$ cat src/rtl/mc_ctrl_pkg.sv
// Shared definitions for the multi-cycle control unit: state encoding, ALU op
// codes, instruction field constants and small decode helpers.
package mc_ctrl_pkg;

  typedef enum logic [3:0] {
    ST_IF = 4'd0,
    ST_ID = 4'd1,
    ST_MA = 4'd2,
    ST_MR = 4'd3,
    ST_MW = 4'd4,
    ST_SW = 4'd5,
    ST_RX = 4'd6,
    ST_RW = 4'd7,
    ST_IX = 4'd8,
    ST_IW = 4'd9,
    ST_BR = 4'd10,
    ST_JP = 4'd11
  } state_t;

  typedef enum logic [2:0] {
    ALU_AND = 3'b000,
    ALU_OR  = 3'b001,
    ALU_ADD = 3'b010,
    ALU_XOR = 3'b011,
    ALU_NOR = 3'b100,
    ALU_SRL = 3'b101,
    ALU_SUB = 3'b110,
    ALU_SLT = 3'b111
  } alu_op_t;

  // What the ALU is being used for in a given state.
  typedef enum logic [1:0] {
    CLS_ADD   = 2'd0,
    CLS_RTYPE = 2'd1,
    CLS_ITYPE = 2'd2,
    CLS_SUB   = 2'd3
  } op_class_t;

  localparam logic [5:0] OP_RTYPE = 6'b000000;
  localparam logic [5:0] OP_J     = 6'b000010;
  localparam logic [5:0] OP_BEQ   = 6'b000100;
  localparam logic [5:0] OP_BNE   = 6'b000101;
  localparam logic [5:0] OP_ADDI  = 6'b001000;
  localparam logic [5:0] OP_SLTI  = 6'b001010;
  localparam logic [5:0] OP_ANDI  = 6'b001100;
  localparam logic [5:0] OP_ORI   = 6'b001101;
  localparam logic [5:0] OP_XORI  = 6'b001110;
  localparam logic [5:0] OP_LW    = 6'b100011;
  localparam logic [5:0] OP_SW    = 6'b101011;

  localparam logic [5:0] FN_SRL = 6'b000010;
  localparam logic [5:0] FN_ADD = 6'b100000;
  localparam logic [5:0] FN_SUB = 6'b100010;
  localparam logic [5:0] FN_AND = 6'b100100;
  localparam logic [5:0] FN_OR  = 6'b100101;
  localparam logic [5:0] FN_XOR = 6'b100110;
  localparam logic [5:0] FN_NOR = 6'b100111;
  localparam logic [5:0] FN_SLT = 6'b101010;

  localparam int N_RFN = 8;
  localparam logic [5:0] RFN_CODE [N_RFN] = '{
    FN_ADD, FN_SUB, FN_AND, FN_OR, FN_XOR, FN_NOR, FN_SLT, FN_SRL
  };
  localparam alu_op_t RFN_OP [N_RFN] = '{
    ALU_ADD, ALU_SUB, ALU_AND, ALU_OR, ALU_XOR, ALU_NOR, ALU_SLT, ALU_SRL
  };

  localparam int N_IOP = 5;
  localparam logic [5:0] IOP_CODE [N_IOP] = '{
    OP_ADDI, OP_ANDI, OP_ORI, OP_XORI, OP_SLTI
  };
  localparam alu_op_t IOP_OP [N_IOP] = '{
    ALU_ADD, ALU_AND, ALU_OR, ALU_XOR, ALU_SLT
  };

  // Decode-stage dispatch; ST_IF marks an opcode the machine does not implement.
  function automatic state_t dispatch(input logic [5:0] op);
    case (op)
      OP_LW, OP_SW:                                return ST_MA;
      OP_RTYPE:                                    return ST_RX;
      OP_ADDI, OP_ANDI, OP_ORI, OP_XORI, OP_SLTI:  return ST_IX;
      OP_BEQ, OP_BNE:                              return ST_BR;
      OP_J:                                        return ST_JP;
      default:                                     return ST_IF;
    endcase
  endfunction

  function automatic op_class_t state_class(input state_t s);
    case (s)
      ST_RX:   return CLS_RTYPE;
      ST_IX:   return CLS_ITYPE;
      ST_BR:   return CLS_SUB;
      default: return CLS_ADD;
    endcase
  endfunction

  // Logical immediates take a zero-extended operand.
  function automatic logic is_zext(input logic [5:0] op);
    return (op == OP_ANDI) || (op == OP_ORI) || (op == OP_XORI);
  endfunction

endpackage

$ cat src/rtl/mc_ctrl_unit_alu_op_decode.sv
// Combinational ALU operation decoder: picks the op for the current state class
// from funct (R-type) or opcode (immediate), flagging unknown encodings.
module alu_op_decode
  import mc_ctrl_pkg::*;
(
  input  op_class_t   op_class,
  input  logic [5:0]  opcode,
  input  logic [5:0]  funct,
  output alu_op_t     alu_op,
  output logic        illegal
);

  logic [N_RFN-1:0] rfn_hit;
  logic [N_IOP-1:0] iop_hit;
  alu_op_t          r_op;
  alu_op_t          i_op;

  genvar gi;
  generate
    for (gi = 0; gi < N_RFN; gi++) begin : g_rfn
      assign rfn_hit[gi] = (funct == RFN_CODE[gi]);
    end
    for (gi = 0; gi < N_IOP; gi++) begin : g_iop
      assign iop_hit[gi] = (opcode == IOP_CODE[gi]);
    end
  endgenerate

  always_comb begin
    r_op = ALU_ADD;
    i_op = ALU_ADD;
    for (int i = 0; i < N_RFN; i++) begin
      if (rfn_hit[i]) r_op = RFN_OP[i];
    end
    for (int i = 0; i < N_IOP; i++) begin
      if (iop_hit[i]) i_op = IOP_OP[i];
    end
  end

  always_comb begin
    alu_op  = ALU_ADD;
    illegal = 1'b0;
    case (op_class)
      CLS_RTYPE: begin
        alu_op  = r_op;
        illegal = ~|rfn_hit;
      end
      CLS_ITYPE: begin
        alu_op  = i_op;
        illegal = ~|iop_hit;
      end
      CLS_SUB: alu_op = ALU_SUB;
      default: alu_op = ALU_ADD;
    endcase
  end

endmodule

$ cat src/rtl/mc_ctrl_unit.sv
// Multi-cycle control FSM: sequences fetch/decode/execute/memory/write-back and
// drives the datapath selects, ALU op, memory handshake and exception pulses.
module mc_ctrl_unit
  import mc_ctrl_pkg::*;
#(
  parameter int unsigned MEM_TIMEOUT = 16
) (
  input  logic        clk,
  input  logic        rst_n,
  input  logic [5:0]  opcode,
  input  logic [5:0]  funct,
  input  logic        zero,
  input  logic        overflow,
  input  logic        mem_ready,
  output logic        mem_rd,
  output logic        mem_wr,
  output logic        iord,
  output logic        ir_write,
  output logic        pc_we,
  output logic [1:0]  pc_source,
  output logic        alu_src_a,
  output logic [1:0]  alu_src_b,
  output logic        ext_zero,
  output logic [2:0]  alu_operation,
  output logic        reg_dst,
  output logic        mem_to_reg,
  output logic        reg_write,
  output logic        ovf_exc,
  output logic        illegal,
  output logic        bus_err,
  output logic [3:0]  state
);

  // Largest value held is MEM_TIMEOUT-1.
  localparam int CNT_W = (MEM_TIMEOUT > 1) ? $clog2(MEM_TIMEOUT) : 1;

  state_t             state_reg;
  logic [CNT_W-1:0]   cnt_reg;
  logic               ovf_exc_reg;
  logic               illegal_reg;
  logic               bus_err_reg;

  op_class_t          cur_class;
  alu_op_t            dec_op;
  logic               dec_illegal;
  logic               mem_wait;
  logic               timeout_hit;
  logic               ovf_check;

  assign cur_class = state_class(state_reg);

  alu_op_decode u_alu_op_decode (
    .op_class (cur_class),
    .opcode   (opcode),
    .funct    (funct),
    .alu_op   (dec_op),
    .illegal  (dec_illegal)
  );

  assign mem_wait    = ((state_reg == ST_IF) || (state_reg == ST_MR) || (state_reg == ST_SW))
                       && !mem_ready;
  assign timeout_hit = (MEM_TIMEOUT != 0) && (32'(cnt_reg) == MEM_TIMEOUT - 32'd1);
  // Only signed arithmetic traps; logical ops and slt ignore the flag.
  assign ovf_check   = ((state_reg == ST_RX) && ((funct == FN_ADD) || (funct == FN_SUB)))
                       || ((state_reg == ST_IX) && (opcode == OP_ADDI));

  always_ff @(posedge clk or negedge rst_n) begin
    if (!rst_n) begin
      state_reg   <= ST_IF;
      cnt_reg     <= '0;
      ovf_exc_reg <= 1'b0;
      illegal_reg <= 1'b0;
      bus_err_reg <= 1'b0;
    end else begin
      ovf_exc_reg <= 1'b0;
      illegal_reg <= 1'b0;
      bus_err_reg <= 1'b0;
      cnt_reg     <= '0;
      if (mem_wait) begin
        if (timeout_hit) begin
          bus_err_reg <= 1'b1;
          state_reg   <= ST_IF;
        end else begin
          cnt_reg <= cnt_reg + CNT_W'(1);
        end
      end else begin
        case (state_reg)
          ST_IF: state_reg <= ST_ID;
          ST_ID: begin
            state_reg   <= dispatch(opcode);
            illegal_reg <= (dispatch(opcode) == ST_IF);
          end
          ST_MA: state_reg <= (opcode == OP_SW) ? ST_SW : ST_MR;
          ST_MR: state_reg <= ST_MW;
          ST_RX, ST_IX: begin
            if (dec_illegal) begin
              illegal_reg <= 1'b1;
              state_reg   <= ST_IF;
            end else if (ovf_check && overflow) begin
              ovf_exc_reg <= 1'b1;
              state_reg   <= ST_IF;
            end else begin
              state_reg <= (state_reg == ST_RX) ? ST_RW : ST_IW;
            end
          end
          default: state_reg <= ST_IF;
        endcase
      end
    end
  end

  // Moore decode; pc_we/ir_write additionally qualified by mem_ready or zero.
  always_comb begin
    mem_rd     = 1'b0;
    mem_wr     = 1'b0;
    iord       = 1'b0;
    ir_write   = 1'b0;
    pc_we      = 1'b0;
    pc_source  = 2'b00;
    alu_src_a  = 1'b0;
    alu_src_b  = 2'b00;
    ext_zero   = 1'b0;
    reg_dst    = 1'b0;
    mem_to_reg = 1'b0;
    reg_write  = 1'b0;
    case (state_reg)
      ST_IF: begin
        mem_rd    = 1'b1;
        alu_src_b = 2'b01;
        ir_write  = mem_ready;
        pc_we     = mem_ready;
      end
      ST_ID: alu_src_b = 2'b11;
      ST_MA: begin
        alu_src_a = 1'b1;
        alu_src_b = 2'b10;
      end
      ST_MR: begin
        mem_rd = 1'b1;
        iord   = 1'b1;
      end
      ST_SW: begin
        mem_wr = 1'b1;
        iord   = 1'b1;
      end
      ST_MW: begin
        reg_write  = 1'b1;
        mem_to_reg = 1'b1;
      end
      ST_RX: alu_src_a = 1'b1;
      ST_RW: begin
        reg_write = 1'b1;
        reg_dst   = 1'b1;
      end
      ST_IX: begin
        alu_src_a = 1'b1;
        alu_src_b = 2'b10;
        ext_zero  = is_zext(opcode);
      end
      ST_IW: reg_write = 1'b1;
      ST_BR: begin
        alu_src_a = 1'b1;
        pc_source = 2'b01;
        pc_we     = (opcode == OP_BNE) ? !zero : zero;
      end
      ST_JP: begin
        pc_source = 2'b10;
        pc_we     = 1'b1;
      end
      default: ;
    endcase
  end

  assign alu_operation = dec_op;
  assign ovf_exc       = ovf_exc_reg;
  assign illegal       = illegal_reg;
  assign bus_err       = bus_err_reg;
  assign state         = state_reg;

endmodule
$ cat config.mk
export PLATFORM = sky130hd
export DESIGN_NAME = mc_ctrl_unit
export DESIGN_NICKNAME = d
export VERILOG_FILES = /design/src/rtl/mc_ctrl_pkg.sv /design/src/rtl/mc_ctrl_unit_alu_op_decode.sv /design/src/rtl/mc_ctrl_unit.sv
export SDC_FILE = /design/constraint.sdc
export NUM_CORES = 1
export LEC_CHECK = 0
export ABC_AREA = 1
export CAP_MARGIN = 40
export CORE_MARGIN = 1.5
export CORE_UTILIZATION = 30
export CTS_BUF_LIST = sky130_fd_sc_hd__clkbuf_8
export DETAILED_ROUTE_END_ITERATION = 16
export PLACE_DENSITY = 0.67
export SYNTH_ARGS = -nofsm -noshare
export SYNTH_HDL_FRONTEND = slang
export SYNTH_SLANG_ARGS = --single-unit
$ cat constraint.sdc
create_clock -name clk -period 2.2 [get_ports clk]
set_clock_uncertainty 0.15 [all_clocks]
set_input_delay 0.44 -clock clk [delete_from_list [all_inputs] [get_ports clk]]
set_output_delay 0.44 -clock clk [all_outputs]
set_load 0.02 [all_outputs]
After elaboration in Yosys (flattened, before gate mapping) --
Cells that the tools add are included.
Operators by class: add/sub/neg operators 1, equality and inequality tests 34, reduce and logical (&&, ||, !) cells 27, muxes and demuxes 48
Operators with widths (number):
- 6-bit == test (second input constant) | 9
- 4-bit case mux with 5 select lines | 2
- 4-bit two-way mux | 9
- 6-bit by 4-bit == test with 1-bit output (second input constant) | 5
- 3-bit two-way mux | 9
- 4-bit == test (second input constant) | 5
- 1-bit two-way mux | 18
- 4-bit by 3-bit == test with 1-bit output (second input constant) | 4
- 6-bit by 2-bit == test with 1-bit output (second input constant) | 2
- 6-bit by 3-bit == test with 1-bit output (second input constant) | 2
- 2-bit case mux with 3 select lines | 2
- 2-bit OR reduction | 6
- 3-bit case mux with 3 select lines | 1
- 4-bit by 2-bit == test with 1-bit output (second input constant) | 2
- 4-bit zero test | 2
- 8-bit OR reduction | 1
- 6-bit zero test | 1
- 1-bit logical OR | 6
- 2-bit two-way mux | 3
- 5-bit OR reduction | 1
- 4-bit by 1-bit adder with 4-bit output (second input constant) | 1
- 2-bit == test (second input constant) | 2
- 4-bit by 1-bit == test with 1-bit output (second input constant) | 1
- 1-bit logical AND | 4
- 8 further kinds | 12
Word-level totals: input bits 17, logic and storage cells 115, flip-flop bits (word level) 11

Logic depth before layout (Yosys ltp) --
Gate-level depths: netlist of the first run.
word-level depth 9, depth in mapped cells 16, gate-level depth less buffers 15

Hierarchy --
A second synthesis of the first run with hierarchy kept.
Second synthesis, totals: cell total of the unflattened synthesis 185, area, all modules 1141.1 um2
Modules (own cells, without submodules):
- mc_ctrl_unit | cells each 129, area each 829.5 um2, times used 1
- alu_op_decode | cells each 56, area each 311.5 um2, times used 1

Worst setup path after synthesis of the first run --
No wires, ideal clock.
path type register to output, start register state_reg[3] (netlist: state[3]), end output alu_operation[2], buffers on the path 1, cell stages (with the launch flop) 10, data arrival time 2058 ps, required time 1610 ps, setup slack -448 ps, cells stage by stage dfrtp_1 inv_1 or2_1 buf_6 nor2_2 nor2_1 inv_1 ha_1 a21bo_2 a21oi_1
On the way: word-level cells in the longest chain between the ends 4, elaborated cells on any way between the ends 8, those cells by class 6 x eq/ne; 2 x mux
Ends and longest elaborated chain:
- start, declared | line mc_ctrl_unit.sv:37 | state_t state_reg;
- start signal, assigned | line mc_ctrl_unit.sv:90 | state_reg <= dispatch(opcode);
- start signal, assigned | line mc_ctrl_unit.sv:93 | ST_MA: state_reg <= (opcode == OP_SW) ? ST_SW : ST_MR;
- start signal, assigned | line mc_ctrl_unit.sv:103 | state_reg <= (state_reg == ST_RX) ? ST_RW : ST_IW;
- 4-bit == test / 4-bit by 3-bit == test with 1-bit output (equally long branches) | line mc_ctrl_pkg.sv:89 | case (s)
- 2-bit case mux with 3 select lines * | line mc_ctrl_pkg.sv:89
- 2-bit == test / 2-bit by 1-bit == test with 1-bit output (equally long branches) | line mc_ctrl_unit_alu_op_decode.sv:42 | case (op_class)
- 3-bit case mux with 3 select lines * | line mc_ctrl_unit_alu_op_decode.sv:42
- end, declared | line mc_ctrl_unit.sv:24 | output logic [2:0] alu_operation,
Mark *: on every way between the ends. The rest lies on a longest branch, timed or not.

Worst setup path after layout of the first run --
Ends and elaborated chain as after synthesis.

==> impl_metrics.ini, run 1 <==
[power]
p_per_area_nw_per_um2 = 903
combPwrFrac = 0.757
cellInternalPower_mw = 1.05
p_switching_mw = 0.949
p_leak_nw = 1.11
power_frac_seq = 0.145
ir_worst_vdd_mv = 0.289
p_clk_frac = 0.098
p_sw_frac = 0.475

[critical_path]
crit_required_ps = 1610
cpMaxStageDelayCell = dfrtp_2
startpoint_type = register
cp_max_fo = 4
critPathArrivalTime_ps = 1810
worstPathCellList = inv_2 -> or2_4 -> nor2_4 -> nor2_4 -> inv_2 -> ha_4 -> a21bo_4 -> a21oi_4 -> buf_6
crit_type = reg2out
cpPeakStageDelay_ps = 360
crit_path_end_kind = primary output

[cts]
clkSinkCount = 11
path_clk_slew_ps = 50
cts_buffers = 3
holdBufCountCts = 0
cts_tree = built
cts_max_level = 1
clock_latency_ps = 240
clock_path_buffers = 2
clk_root_buffer_cell = clkbuf_8

[outcome]
outcome = finished with violations
violations = negative setup slack

[global_route]
antenna_found_initial = 0
grt_pass1_vias = 1515
grt_pass1_wl_microns = 6140
grt_use_total = 0.181
overflow = 0
grt_max_degree = 12

[detailed_routing]
wl_met2_microns = 1860
met1_length_microns = 1490
highest_layer = met4
wl_met3_microns = 197
vias = 1507
wl_per_cell_microns = 10.9
drc_errors = 0
viasPerCell = 4.59
drt-total-wl_microns = 3570
drt_iter0_drc = 31
ant_nets = 0
first_pass_iters = 4

[min_path]
worstHoldPathType = reg2reg

[synthesis]
post_synth_instance_area_sq_um = 1140
syn_nets = 197
synthCells = 175
async_flop_share = 1.00
synth_area_leaders = dfrtp_1 24%, nor2_1 13%, nand2_1 9.5%, inv_1 6.3%, ha_1 5.5%
netlist.top_cell.by_area = dfrtp_1
yosysMostFrequentCell = nor2_1
synth_top_area_share = 0.241
syn_avg_cell_area_sq_um = 6.52
synth-edff-count = 0
ys.flop_type = dfrtp_1
yosys_warnings = 0
ys_seq_area_frac = 0.241
synth_top_cells_by_count = 38 x nor2_1, 29 x nand2_1, 19 x inv_1, 11 x dfrtp_1, 9 x nand3_1
ys_ff_latch = 11
ys_types = 34

[cells_and_area]
fin_area_sq_um = 2210
final_core_util = 0.604
area_growth_pct = 93.6
antenna_cells = 0
nNetsFinal = 303
final_layout_size_suffix_gt1_frac = 0.489
fillCellCount = 334
final_cells = 328

[timing]
relSlewSlack = 0.690
layout_min_cycle_time_ps = 2400
drv_slew = 0
timing.final.ws_setup_ps = -204
final.period_utilization = 1.09
worst_pin_slew_ps = 464
rsz0062_at_grt = true
hold_violations = 0
max_freq_mhz = 416
setup_violations = 6

[floorplanning]
dieWidth_microns = 64.7
rows = 22
initial_core_util = 0.312
die_area_sq_um = 4180
dieHeight_microns = 64.7
pin_count = 41
core_sq_um = 3660

[placement]
dp.cells = 304
dpl.hpwl_microns = 2670
io_buffers = 40
placed_cell_area_sq_um = 1940
gp_congestion = 0.802
pre_cts_slack_ps = -676

[flow_run]
maxCapViolations = 0
## final timing paths
kind                                            from              endpoint  slack (ps)  cells after the start
worst min-delay path            cnt_reg[0]$_DFF_PN0_  cnt_reg[0]$_DFF_PN0_         320                      1
min in group asynchronous                      rst_n  cnt_reg[2]$_DFF_PN0_         380                      1
max in group asynchronous                      rst_n  state[3]$_DFFE_PN0P_        1180                      1
worst min register to register  cnt_reg[0]$_DFF_PN0_  cnt_reg[0]$_DFF_PN0_         320                      1
worst max-delay path            state[3]$_DFFE_PN0P_      alu_operation[2]        -200                      9
worst max register to register  state[3]$_DFFE_PN0P_  state[2]$_DFFE_PN0P_         140                     15
## placed cells by master, fill, tap and decap left out, drive strengths merged, types with 2 or more instances in the layout
cell           count
clkbuf             9
a31oi              2
nand4              5
nand3             12
nor2              47
dfrtp             11
o21ai             11
ha                 5
buf               70
nand2             34
dlygate4sd2       14
o211ai             2
a21oi              5
or2                2
clkdlybuf4s50     11
inv               28
## kinds of logic (layout without fill, tap and decap cells)
| logic type | Yosys count | in the layout | share of synthesized area |
|---|---|---|---|
| compound gates | 24 | 24 | 0.137 |
| buf+inv | 29 | 134 | 0.102 |
| flops | 11 | 11 | 0.241 |
| xor+xnor | 2 | 2 | 0.0154 |
| simple gates | 104 | 104 | 0.450 |
| fa+ha+maj | 5 | 5 | 0.0548 |
## power groups by stage
stage          registers [mW]  clock network (mW)  logic (mW)
3_3_place_gp            0.291                   0        1.47
3_5_place_dp            0.292                   0        1.49
4_1_cts                 0.290               0.199        1.49
2_1_floorplan           0.360                   0       0.721
6_report                0.290               0.195        1.51
5_1_grt                 0.294               0.214        1.65
## area by class of cell
cell class	instances	area [sq um]	share of cell area
Inverter	28	105	0.0476
Multi-Input combinational cell	135	916	0.414
Clock inverter	1	3.75	0.00170
Sequential cell	11	278	0.126
Clock buffer	3	41.3	0.0187
Timing Repair Buffer	102	806	0.365
Tap cell	48	60.1	0.0272
## routing by layer
metal	vias up	global-route usage
li1	772	-
met1	682	0.209
met2	49	0.332
met3	4	0.0382
met4	0	0.0532
met5	-	0
## timing repair
| action | CTS | global route |
|---|---|---|
| endpoints found under the setup margin | 17 | 14 |
| pin swaps | 16 | 11 |
| resized for setup | 88 | 27 |
| cloned | 0 | 0 |
| endpoints found under the hold margin | 0 | 0 |
| setup buffers | 13 | 7 |
## critical path: cells and delay by family, from the launching register on
kind	cells	cell delay [ps]
and+or+nand+nor	3	460
DFF	1	360
AOI/OAI and AO/OA	2	350
buffers and inverters	3	250
adders and majority gates	1	150
## stage by stage
step	power (mW)	hold slack [ps]	TNS, ps
after global placement	1.76	305	-3320
after floorplan	1.08	-5.59	-369
after CTS	1.98	316	-587
after global routing	2.15	341	-1110
final	1.99	317	-654
after detailed placement	1.78	310	-3440
Note: power is estimated with default switching activity, not from simulation.
==> run 2: changes to the inputs <==
- PLACE_DENSITY: 0.67 -> 0.58
==> run 2 against run 1 <==
Net effect: the flow still finishes with violations (negative setup slack); register-to-register slack barely moved; die area is the same; sequential power shrank 1%; worst hold slack got worse by 11 ps; clock power rose by 4%; via count fell by 3.6%; global-route usage shrank 1.1 points; first-iteration DRC count is 16% higher; utilization shrank 0.14 points.
==> impl_metrics.ini, run 2 (synthesis results as in run 1) <==
[min_path]
worstHoldPathType = reg2reg

[cells_and_area]
area_growth_pct = 93.2
final_layout_size_suffix_gt1_frac = 0.471
final_common_cell = buf_4
fillCellCount = 330
nNetsFinal = 295
multi_input_area_sq_um = 935
final_core_util = 0.602
seq_area_sq_um = 278
final_cell_mix = 49 x buf_4, 31 x nor2_1, 24 x nand2_1, 16 x inv_1, 16 x clkdlybuf4s50_1
final_cells = 320
antenna_cells = 0

[timing]
relSlewSlack = 0.665
max_freq_mhz = 413
setup_tns_ps = -861
hold_violations = 0
layout_min_cycle_time_ps = 2420
worst_pin_slew_ps = 501
rsz0062_at_grt = true
setup_violations = 7
drv_slew = 0
timing.final.ws_setup_ps = -219
final.period_utilization = 1.10

[power]
cellInternalPower_mw = 1.07
power_frac_seq = 0.140
p_total_mw = 2.04
p_clk_frac = 0.099
combPwrFrac = 0.761
p_switching_mw = 0.967
p_leak_nw = 1.09
p_sw_frac = 0.474
ir_worst_vdd_mv = 0.342
p_per_area_nw_per_um2 = 926

[cts]
cts_tree = built
path_clk_slew_ps = 50
cts_max_level = 1
cts_buffers = 3
clkSinkCount = 11
clock_path_buffers = 2
clock_latency_ps = 240
clk_root_buffer_cell = clkbuf_8

[critical_path]
cp_max_fo = 4
cpPeakStageDelay_ps = 360
startpoint_type = register
worstPathCellList = inv_2 -> or2_4 -> nor2_4 -> nor2_4 -> inv_2 -> ha_4 -> a21bo_4 -> a21oi_4 -> buf_6
crit_required_ps = 1610
crit_path_end_kind = primary output
cpMaxStageDelayCell = dfrtp_2
critPathArrivalTime_ps = 1830
crit_type = reg2out

[detailed_routing]
drt-total-wl_microns = 3550
drc_errors = 0
viasPerCell = 4.54
wl_per_cell_microns = 11.1
vias = 1453
first_pass_iters = 5
drt_iter0_drc = 36
ant_nets = 0

[global_route]
overflow = 0
grt_use_total = 0.170
grt_pass1_vias = 1338
grt_max_degree = 12
antenna_found_initial = 0
grt_pass1_wl_microns = 5640

[flow_run]
maxCapViolations = 0

[outcome]
violations = negative setup slack
outcome = finished with violations

[placement]
gp_congestion = 0.854
dp.cells = 300
io_buffers = 40
dpl.hpwl_microns = 2790

[floorplanning]
rows = 22
dieWidth_microns = 64.7
initial_core_util = 0.312
core_sq_um = 3660
pin_count = 41
die_area_sq_um = 4180
dieHeight_microns = 64.7
==> run 2: changes by cell type in the layout (fill, tap and decap cells not counted), sizes merged <==
cell / previous run / this run
dlygate4sd2: 14 / 11
clkdlybuf4s50: 11 / 16
clkbuf: 9 / 7
buf: 70 / 62
==> run 2: stage by stage <==
step,setup slack [ps],hold WS (ps),instance area [sq um]
3_3_place_gp,-659,299,1910
6_report,-219,305,2200
5_1_grt,-305,334,2200
3_5_place_dp,-689,299,1910
2_1_floorplan,-197,-5.59,1180
4_1_cts,-257,307,2130
==> run 2: path summary, 6_finish.rpt <==
path | end | cells after the start | from | slack [ps]
min | cnt_reg[0]$_DFF_PN0_ | 1 | cnt_reg[0]$_DFF_PN0_ | 310
max | alu_operation[2] | 9 | state[3]$_DFFE_PN0P_ | -220
min in group asynchronous | state[0]$_DFFE_PN0P_ | 1 | rst_n | 390
max in group asynchronous | state[3]$_DFFE_PN0P_ | 1 | rst_n | 1150
min reg2reg | cnt_reg[0]$_DFF_PN0_ | 1 | cnt_reg[0]$_DFF_PN0_ | 310
max reg2reg | state[2]$_DFFE_PN0P_ | 15 | state[3]$_DFFE_PN0P_ | 140
==> run 2: power groups by stage <==
stage	registers [mW]	logic, mW	clock network, mW
6_report	0.286	1.55	0.202
4_1_cts	0.286	1.48	0.207
5_1_grt	0.292	1.68	0.217
2_1_floorplan	0.360	0.721	0
3_5_place_dp	0.290	1.47	0
3_3_place_gp	0.289	1.46	0
==> run 2: area by class of cell <==
class,instances,area share
clock buffers,3,0.0187
repair buffers,94,0.355
well taps,48,0.0272
inverters,28,0.0477
flip-flops and latches,11,0.126
multi-input cells,135,0.424
clock inverters,1,0.00170
==> run 2: worst max-delay path: cells and delay by family, from the launching register on <==
kind,cells,cell delay (ps)
simple gates,3,500
buf+inv,3,230
fa+ha+maj,1,150
flops,1,360
compound gates,2,340
==> run 2: timing repair <==
| item | CTS | global route |
|---|---|---|
| setup buffers | 10 | 6 |
| gates resized for setup | 89 | 26 |
| pin swaps | 14 | 7 |
| endpoints found under the setup margin | 17 | 12 |
| hold buffers | 0 | 0 |
==> run 2: per-layer routing <==
metal / wire (microns) / track usage / share of wire / vias up
met5: 0 / 0 / 0 / -
met4: 0 / 0.0293 / 0 / 0
met3: 120 / 0.0295 / 0.034 / 0
met2: 1890 / 0.316 / 0.53 / 32
met1: 1540 / 0.205 / 0.43 / 656
li1: - / - / - / 765
